[src/rtl/arith_seq_pkg.sv]
// ----------------------------------------------------------------------------
// arith_seq_pkg
// Shared definitions for the sequential arithmetic units (shift-add multiplier
// and restoring divider).
//   - FSM state encoding used by both units
//   - start/done handshake polarity constants
//   - small helpers for decoding the FSM state
// No ports: this is a package.
// ----------------------------------------------------------------------------
package arith_seq_pkg;

  // Common three-state controller: wait for start, iterate, report result.
  typedef enum logic [1:0] {
    S_IDLE = 2'd0,
    S_CALC = 2'd1,
    S_DONE = 2'd2
  } state_t;

  // Handshake polarities shared with the multiplier.
  localparam logic START_ASSERTED = 1'b1;
  localparam logic DONE_ASSERTED  = 1'b1;
  localparam logic BUSY_ASSERTED  = 1'b1;

  // Unit is busy whenever it is not waiting for a request.
  function automatic logic state_is_busy(input state_t s);
    return (s != S_IDLE) ? BUSY_ASSERTED : ~BUSY_ASSERTED;
  endfunction

  // done is a one-cycle pulse that coincides with the DONE state.
  function automatic logic state_is_done(input state_t s);
    return (s == S_DONE) ? DONE_ASSERTED : ~DONE_ASSERTED;
  endfunction

endpackage : arith_seq_pkg

[src/rtl/seq_restoring_divider_div_step.sv]
// ----------------------------------------------------------------------------
// div_step
// One iteration of unsigned restoring division (purely combinational).
//   {R,Q} is shifted left by one, the divisor is trial-subtracted from the new
//   partial remainder, and the subtraction is kept only if it did not borrow.
//   The incoming quotient bit is 1 when the subtraction is kept.
// Ports:
//   i_r  [W:0]    partial remainder before the step
//   i_q  [W-1:0]  dividend/quotient shift register before the step
//   i_d  [W-1:0]  divisor
//   o_r  [W:0]    partial remainder after the step
//   o_q  [W-1:0]  quotient shift register after the step
// ----------------------------------------------------------------------------
module div_step #(
  parameter int unsigned W = 4
) (
  input  logic [W:0]   i_r,
  input  logic [W-1:0] i_q,
  input  logic [W-1:0] i_d,
  output logic [W:0]   o_r,
  output logic [W-1:0] o_q
);

  localparam int unsigned RQ_W = 2 * W + 1;

  logic [RQ_W-1:0] w_rq;
  logic [RQ_W-1:0] w_rq_sh;
  logic [W:0]      w_r_sh;
  logic [W-1:0]    w_q_sh;
  logic [W:0]      w_trial;

  // Shift the combined {R,Q} register left by one.
  always_comb begin
    w_rq    = {i_r, i_q};
    w_rq_sh = w_rq << 1;
    w_r_sh  = w_rq_sh[RQ_W-1:W];
    w_q_sh  = w_rq_sh[W-1:0];
  end

  // Trial subtraction W+1 bits wide; the MSB acts as the borrow flag because
  // the shifted remainder is always below twice the divisor.
  always_comb begin
    w_trial = w_r_sh - {1'b0, i_d};
  end

  // Keep the difference when no borrow occurred, otherwise restore.
  always_comb begin
    o_r = w_r_sh;
    o_q = w_q_sh;
    if (!w_trial[W]) begin
      o_r = w_trial;
      o_q = w_q_sh | W'(1);
    end
  end

endmodule : div_step

[src/rtl/seq_restoring_divider.sv]
// ----------------------------------------------------------------------------
// seq_restoring_divider
// Sequential unsigned restoring divider producing one quotient bit per clock.
// Uses the same start/busy/done handshake as the shift-add multiplier.
// Ports:
//   clk        clock, rising edge
//   rst        synchronous active-high reset; aborts any division in flight
//   start      request, sampled only while idle
//   dividend   numerator, latched when the request is accepted
//   divisor    denominator, latched when the request is accepted
//   busy       high while not idle
//   done       one-cycle pulse when results are valid
//   quotient   result, held until the next result is written or reset
//   remainder  result, held like quotient
//   div_by_0   flags a zero divisor; written and held with the results
// ----------------------------------------------------------------------------
module seq_restoring_divider
  import arith_seq_pkg::*;
#(
  parameter int unsigned W = 4
) (
  input  logic         clk,
  input  logic         rst,
  input  logic         start,
  input  logic [W-1:0] dividend,
  input  logic [W-1:0] divisor,
  output logic         busy,
  output logic         done,
  output logic [W-1:0] quotient,
  output logic [W-1:0] remainder,
  output logic         div_by_0
);

  localparam int unsigned       CNT_W    = $clog2(W + 1);
  localparam logic [CNT_W-1:0]  LAST_CNT = CNT_W'(W - 1);

  // FSM
  state_t r_state;
  state_t w_state_nxt;

  // Iteration datapath
  logic [W:0]       r_rem;
  logic [W-1:0]     r_q;
  logic [W-1:0]     r_d;
  logic [CNT_W-1:0] r_cnt;
  logic [W:0]       w_rem_nxt;
  logic [W-1:0]     w_q_nxt;

  // Registered outputs
  logic         r_busy;
  logic         r_done;
  logic [W-1:0] r_quotient;
  logic [W-1:0] r_remainder;
  logic         r_div_by_0;

  // Decoded control
  logic w_divisor_zero;
  logic w_accept;
  logic w_load;
  logic w_load_zero;
  logic w_step;
  logic w_last;

  // One restoring iteration on the current datapath contents.
  div_step #(
    .W (W)
  ) u_div_step (
    .i_r (r_rem),
    .i_q (r_q),
    .i_d (r_d),
    .o_r (w_rem_nxt),
    .o_q (w_q_nxt)
  );

  // State register.
  always_ff @(posedge clk) begin
    if (rst) begin
      r_state <= S_IDLE;
    end else begin
      r_state <= w_state_nxt;
    end
  end

  // Next-state logic. A zero divisor skips the iteration entirely.
  always_comb begin
    w_state_nxt = r_state;
    case (r_state)
      S_IDLE: begin
        if (start == START_ASSERTED) begin
          w_state_nxt = (divisor == '0) ? S_DONE : S_CALC;
        end
      end
      S_CALC: begin
        if (r_cnt == LAST_CNT) begin
          w_state_nxt = S_DONE;
        end
      end
      S_DONE: begin
        w_state_nxt = S_IDLE;
      end
      default: begin
        w_state_nxt = S_IDLE;
      end
    endcase
  end

  // Output/control decode from the current state and inputs.
  always_comb begin
    w_divisor_zero = 1'b0;
    w_accept       = 1'b0;
    w_load         = 1'b0;
    w_load_zero    = 1'b0;
    w_step         = 1'b0;
    w_last         = 1'b0;

    w_divisor_zero = (divisor == '0);
    w_accept       = (r_state == S_IDLE) && (start == START_ASSERTED);
    w_load         = w_accept && !w_divisor_zero;
    w_load_zero    = w_accept && w_divisor_zero;
    w_step         = (r_state == S_CALC);
    w_last         = w_step && (r_cnt == LAST_CNT);
  end

  // Operand/iteration registers; operands are only sampled on acceptance.
  always_ff @(posedge clk) begin
    if (rst) begin
      r_rem <= '0;
      r_q   <= '0;
      r_d   <= '0;
      r_cnt <= '0;
    end else if (w_load) begin
      r_rem <= '0;
      r_q   <= dividend;
      r_d   <= divisor;
      r_cnt <= '0;
    end else if (w_step) begin
      r_rem <= w_rem_nxt;
      r_q   <= w_q_nxt;
      r_cnt <= r_cnt + CNT_W'(1);
    end
  end

  // Result registers change only when a result is produced.
  always_ff @(posedge clk) begin
    if (rst) begin
      r_quotient  <= '0;
      r_remainder <= '0;
      r_div_by_0  <= 1'b0;
    end else if (w_load_zero) begin
      r_quotient  <= '1;
      r_remainder <= dividend;
      r_div_by_0  <= 1'b1;
    end else if (w_last) begin
      r_quotient  <= w_q_nxt;
      r_remainder <= w_rem_nxt[W-1:0];
      r_div_by_0  <= 1'b0;
    end
  end

  // busy/done are registered from the next state so they line up with it.
  always_ff @(posedge clk) begin
    if (rst) begin
      r_busy <= 1'b0;
      r_done <= 1'b0;
    end else begin
      r_busy <= state_is_busy(w_state_nxt);
      r_done <= state_is_done(w_state_nxt);
    end
  end

  assign busy      = r_busy;
  assign done      = r_done;
  assign quotient  = r_quotient;
  assign remainder = r_remainder;
  assign div_by_0  = r_div_by_0;

endmodule : seq_restoring_divider
[config.mk]
export PLATFORM = sky130hd
export DESIGN_NAME = seq_restoring_divider
export DESIGN_NICKNAME = d
export VERILOG_FILES = /design/src/rtl/arith_seq_pkg.sv /design/src/rtl/seq_restoring_divider_div_step.sv /design/src/rtl/seq_restoring_divider.sv
export SDC_FILE = /design/constraint.sdc
export NUM_CORES = 1
export LEC_CHECK = 0
export ABC_AREA = 0
export CAP_MARGIN = 20
export CORE_ASPECT_RATIO = 0.5
export CORE_MARGIN = 2
export CORE_UTILIZATION = 40
export CTS_CLUSTER_SIZE = 20
export DETAILED_ROUTE_END_ITERATION = 16
export DONT_BUFFER_PORTS = 1
export GPL_TIMING_DRIVEN = 0
export MAX_ROUTING_LAYER = met4
export PLACE_DENSITY = 0.65
export SLEW_MARGIN = 20
export SYNTH_ARGS = -nofsm -noshare
export SYNTH_HDL_FRONTEND = slang
export SYNTH_HIERARCHICAL = 1
export SYNTH_SLANG_ARGS = --single-unit
[constraint.sdc]
create_clock -name clk -period 4.55 [get_ports clk]
set_input_delay 0.2275 -clock clk [delete_from_list [all_inputs] [get_ports clk]]
set_output_delay 0.2275 -clock clk [all_outputs]
set_load 0.01 [all_outputs]
==> results.cfg, run 1 <==
[status]
run_status = finished, final reports clean

[finish]
finalNetCount = 192
antennaDiodeCount = 0
num-fill-cells = 328
area.growth.synth_to_final_pct = 9.55
drive_above_1_share_pct = 11.6
fin_util_pct = 45.4
finished_cell_area_sq_mm = 0.00155

[floorplan]
coreArea_sq_mm = 0.00342
die_height_um = 46.1
dieArea_sq_mm = 0.00406
num_rows = 15
start_util_pct = 41.4
die_width_um = 88.1
num_io_pins = 22

[drt]
via_count = 1175
routed_wire_per_std_cell_um = 13.2
remaining_drc_errors = 0
drt_wl_total_mm = 2.94
viasPerCell = 5.27
dr.first_iter.drc_count = 48
ant_nets = 0
drt_first_pass_iters = 4

[power]
share_seq_of_total_power_pct = 47.8
leakage_nw = 0.556
powerDensity_mw_per_mm2 = 359
power.internal_mw = 0.417
share_of_power_burned_in_combinational_logic_pct = 16.9
switchingPower_mw = 0.139
p_clk_share_pct = 35.2
p_sw_share_pct = 25.0
irDropWorstVdd_v = 0.000132

[yosys]
syn_area_sq_mm = 0.00142
post_synth.cell_area_avg_sq_um = 8.42
ys_warn_count = 6
postSynthNetCount = 187
synthesis.instances = 168

[worst_hold_path]
hold_class = in2reg
instance_count_along_the_most_critical_hold_path = 1
hold-path-endpoint = r_q[0]$_SDFFE_PP0P_
hold_path_startpoint = rst

[timing]
rsz0062_at_grt = no
clock-skew-final_ns = 0.0104
finalMaxSlewViolations = 0
worst_pin_slew_ns = 0.596
post-route-period-util_pct = 59.7
achievable-frequency_mhz = 368
final_layout_setup_total_negative_slack_ns = 0
setup-violations-final = 0
timing.max_slew.rel_slack_pct = 60.1
final_period_minus_worst_setup_slack_ns = 2.71
worst_hold_slack_ns = 0.0205
hold_viol_final = 0

[critical_path]
critical_path.reg2reg.startpoint = r_q[3]$_SDFFE_PP0P_
worstRegToRegCells = 13
critical_path.cell_chain = inv_1, ha_1, fa_1, inv_1, a21oi_1, o21bai_1, ha_1, buf_6, nand2_1, or4_1, nand4_1, nand2_1, a311oi_1
worst_ep_required_time_ns = 4.74
critical_path.max_stage_delay_ns = 0.40
cp_max_fo = 8
cell_with_the_largest_stage_delay_on_the_worst_path = fa_1
reg2reg_setup_slack_ns = 1.84
timing.critical_path.from_type = flop
worst-endpoint-arrival_ns = 2.91
timing.setup.critical_path_class = reg2reg
critical_path.endpoint_type = flop
worst_r2r_dst = remainder[3]$_SDFFE_PP0P_

[run]
maxCapViolations = 0

[grt]
number_of_global_route_vias_before_repair = 1052
largest_net_degree_at_the_start_of_global_routing = 17
antenna_found_initial = 0
globalRoute.totalOverflow = 0
grtUsageTotal_pct = 15.9
grt_first_pass_wirelength_mm = 4.82

[clock_tree]
clock_latency_ns = 0.28
cts.reportedPaths.clkPinSlew_ns = 0.10
cts.sink_count = 28
clock_tree.htree_level_count = 1
cts-buffers-inserted = 3
cts_buffer_depth = 2
buffers_inserted_by_post_cts_timing_repair = 0
postCtsResizedCells = 0
tritoncts = yes
clockRootBuffer = clkbuf_8
ctsHoldBuffers = 0

[place]
io_buffer_count = 0
detailedPlacementHpwl_mm = 2.25
placedInstanceArea_sq_mm = 0.00148
routabilityCongestion = 0.868
[critical path: cells and delay by family (launching register included)]
| family | cells | cell delay (ns) |
|---|---|---|
| DFF | 1 | 0.35 |
| and+or+nand+nor | 4 | 0.67 |
| buffers and inverters | 3 | 0.28 |
| adders and majority gates | 3 | 0.83 |
| AOI/OAI and AO/OA | 3 | 0.49 |
[cell usage in the layout, fill, tap and decap left out, types with 2 or more instances in the layout]
cell type	instances
clkbuf_1	4
a211oi_1	2
buf_4	4
nor2b_1	2
a31oi_1	6
o21ai_0	4
a21oi_1	11
buf_2	2
nor2_1	3
dfxtp_1	28
inv_1	9
a311oi_1	8
nand2b_1	2
xnor2_1	2
clkbuf_2	2
nand2_1	42
or4_1	2
mux2i_1	2
clkbuf_8	3
nor3_1	10
ha_1	7
[state kept, by name (all words and copies together), names as in the netlist]
signal,count
remainder,4
done,1
r_rem,4
r_d,4
busy,1
div_by_0,1
quotient,4
r_cnt,3
r_state,2
r_q,4
[worst max path at each step]
stage	startpoint	to	slack, ns	depth (start not counted)
after global placement	r_q[3]$_SDFFE_PP0P_	remainder[3]$_SDFFE_PP0P_	1.90	13
final	r_q[3]$_SDFFE_PP0P_	remainder[3]$_SDFFE_PP0P_	1.84	13
after detailed placement	r_q[3]$_SDFFE_PP0P_	remainder[3]$_SDFFE_PP0P_	1.88	13
after CTS	r_q[3]$_SDFFE_PP0P_	remainder[3]$_SDFFE_PP0P_	1.84	13
after floorplan	r_q[3]$_SDFFE_PP0P_	remainder[3]$_SDFFE_PP0P_	2.16	13
after global routing	r_q[3]$_SDFFE_PP0P_	remainder[3]$_SDFFE_PP0P_	1.68	13
[power groups by stage]
stage / logic [mW] / clock network [mW] / registers [mW]
after floorplan: 0.0766 / 0 / 0.270
after global placement: 0.0921 / 0 / 0.271
after detailed placement: 0.0934 / 0 / 0.272
after CTS: 0.0940 / 0.198 / 0.266
after global routing: 0.106 / 0.209 / 0.268
final: 0.0943 / 0.196 / 0.266
[metal layers]
layer | wire length, um | global-route usage [%]
met2 | 1260 | 27.0
met5 | 0 | -
met4 | 19 | 2.42
met1 | 1490 | 20.4
met3 | 165 | 3.23
[layout make-up]
type	instances	area (sq um)	area share, %
sequential	28	561	36.2
multi-input combinational	117	741	47.8
clock inverter	1	30.0	1.94
tap	51	63.8	4.12
buffer	14	80.1	5.17
clock buffer	3	41.3	2.66
inverter	9	33.8	2.18
[through the flow]
step                setup slack (ns)  instances  total power, mW
CTS                             1.84        223            0.558
global placement                1.90        219            0.364
detailed placement              1.88        219            0.365
finish                          1.84        223            0.557
global route                    1.68        223            0.583
floorplan                       2.16        168            0.347
Power figures use the tool's default switching activity.
==> run 2: changes to the inputs <==
==> constraint.sdc (replaced) <==
create_clock -name clk -period 2.7 [get_ports clk]
set_input_delay 0.135 -clock clk [delete_from_list [all_inputs] [get_ports clk]]
set_output_delay 0.135 -clock clk [all_outputs]
set_load 0.01 [all_outputs]
==> results.cfg, run 2 (synthesized netlist as in run 1, its figures left out) <==
[status]
run_status = finished, final reports clean

[drt]
via_count = 1215
remaining_drc_errors = 0
drt_wl_total_mm = 3.00
ant_nets = 0
dr.first_iter.drc_count = 45
viasPerCell = 5.26
routed_wire_per_std_cell_um = 13.0
drt_first_pass_iters = 4

[clock_tree]
cts-buffers-inserted = 3
cts_buffer_depth = 2
clock_latency_ns = 0.27
clock_tree.htree_level_count = 1
clockRootBuffer = clkbuf_8
tritoncts = yes
cts.reportedPaths.clkPinSlew_ns = 0.10
cts.sink_count = 28

[place]
detailedPlacementHpwl_mm = 2.25
dp_cells = 219
io_buffer_count = 0
routabilityCongestion = 0.868

[critical_path]
critical_path.endpoint_type = flop
reg2reg_setup_slack_ns = 0.1
timing.setup.critical_path_class = reg2reg
cell_with_the_largest_stage_delay_on_the_worst_path = or4_1
setup.worst_path.start = r_q[3]$_SDFFE_PP0P_
critical_path.max_stage_delay_ns = 0.40
critical_path.cell_chain = inv_1, ha_1, fa_2, inv_1, a21oi_1, o21bai_1, ha_1, buf_6, nand2_1, or4_1, nand4_1, nand2_1, a311oi_1
worst_ep_required_time_ns = 2.89
critical_path.reg2reg.startpoint = r_q[3]$_SDFFE_PP0P_
worst-endpoint-arrival_ns = 2.79
worst_r2r_dst = remainder[3]$_SDFFE_PP0P_
worstRegToRegCells = 13
cp_max_fo = 7
timing.critical_path.from_type = flop

[timing]
final_layout_setup_total_negative_slack_ns = 0
clock-skew-final_ns = 0.00752
achievable-frequency_mhz = 384
hold_viol_final = 0
post-route-period-util_pct = 96.5
finalMaxSlewViolations = 0
worst_hold_slack_ns = 0.00843
worst_pin_slew_ns = 0.609
setup-violations-final = 0
final_period_minus_worst_setup_slack_ns = 2.60
timing.max_slew.rel_slack_pct = 59.2

[worst_hold_path]
hold_class = in2reg
instance_count_along_the_most_critical_hold_path = 2
hold-path-endpoint = busy$_SDFF_PP0_
hold_path_startpoint = start

[floorplan]
dieArea_sq_mm = 0.00406
num_io_pins = 22
die_width_um = 88.1
start_util_pct = 41.4
die_height_um = 46.1
num_rows = 15
coreArea_sq_mm = 0.00342

[grt]
globalRoute.totalOverflow = 0
largest_net_degree_at_the_start_of_global_routing = 17
grtUsageTotal_pct = 16.1
grt_first_pass_wirelength_mm = 4.91
antenna_found_initial = 0
number_of_global_route_vias_before_repair = 1080

[finish]
fin_util_pct = 47.6
area.growth.synth_to_final_pct = 14.9
most_frequent_cells_in_the_layout = 42 x nand2_1, 27 x dfxtp_1, 11 x a21oi_1
finalNetCount = 200
final_cell_count_no_fill = 231
most_common_library_cell_in_the_layout_ignoring_fill_and_taps = nand2_1
drive_above_1_share_pct = 13.9
antennaDiodeCount = 0

[power]
leakage_nw = 0.591
powerDensity_mw_per_mm2 = 591
irDropWorstVdd_v = 0.000230

[run]
maxCapViolations = 0
-- run 2: changes by cell type in the layout (fill, tap and decap cells not counted) --
cell / delta
dlygate4sd3_1: +5
fa_2: +1
buf_4: +3
dfxtp_1: -1
dfxtp_2: +1
fa_1: -1
-- run 2: how the worst max path moves through the flow --
stage / slack [ns] / endpoint
2_1_floorplan: 0.31 / remainder[3]$_SDFFE_PP0P_
3_3_place_gp: 0.05 / remainder[3]$_SDFFE_PP0P_
3_5_place_dp: 0.03 / remainder[3]$_SDFFE_PP0P_
4_1_cts: 0.01 / remainder[3]$_SDFFE_PP0P_
5_1_grt: -0.02 / remainder[3]$_SDFFE_PP0P_
6_report: 0.1 / remainder[3]$_SDFFE_PP0P_
-- run 2: layer usage --
metal / track usage (%) / up-vias / wire, um
met5: - / - / 0
met3: 3.23 / 2 / 145
met2: 27.1 / 34 / 1290
li1: - / 607 / -
met1: 20.9 / 572 / 1540
met4: 2.42 / 0 / 19
-- run 2: power breakdown --
| part | switching [mW] | leakage (nW) | internal, mW | total, mW |
|---|---|---|---|---|
| Combinational | 0.0928 | 0.326 | 0.0902 | 0.183 |
| Sequential | 0.0153 | 0.229 | 0.434 | 0.449 |
| Clock | 0.131 | 0.0357 | 0.198 | 0.329 |
-- run 2: critical path: cells and delay by family, from the launching register on --
kind,cells,cell delay (ns)
and+or+nand+nor,4,0.65
adders and majority gates,3,0.76
AOI/OAI and AO/OA,3,0.52
buffers and inverters,3,0.23
DFF,1,0.35
-- run 2: metrics by stage --
stage | setup slack, ns | instance area [sq um] | power [mW]
final | 0.0951 | 1630 | 0.961
after global routing | -0.0195 | 1630 | 1.01
after CTS | 0.0149 | 1610 | 0.952
after detailed placement | 0.0342 | 1480 | 0.615
after global placement | 0.0546 | 1480 | 0.613
after floorplan | 0.315 | 1420 | 0.584
-- run 2: final cells by class --
cell class | count | area [sq um]
fill | 322 | 1790
multi-input combinational | 117 | 743
sequential | 28 | 562
buffer | 14 | 80.1
timing repair buffer | 8 | 72.6
tap | 51 | 63.8
clock buffer | 3 | 41.3
inverter | 9 | 33.8
clock inverter | 1 | 30.0
-- run 2: what timing repair did --
action	CTS	global route
setup buffers	1	2
endpoints found under the setup margin	1	2
pin swaps	1	4
hold endpoints to repair	5	0
gates cloned	0	0
hold buffers	5	0
resized for setup	0	2
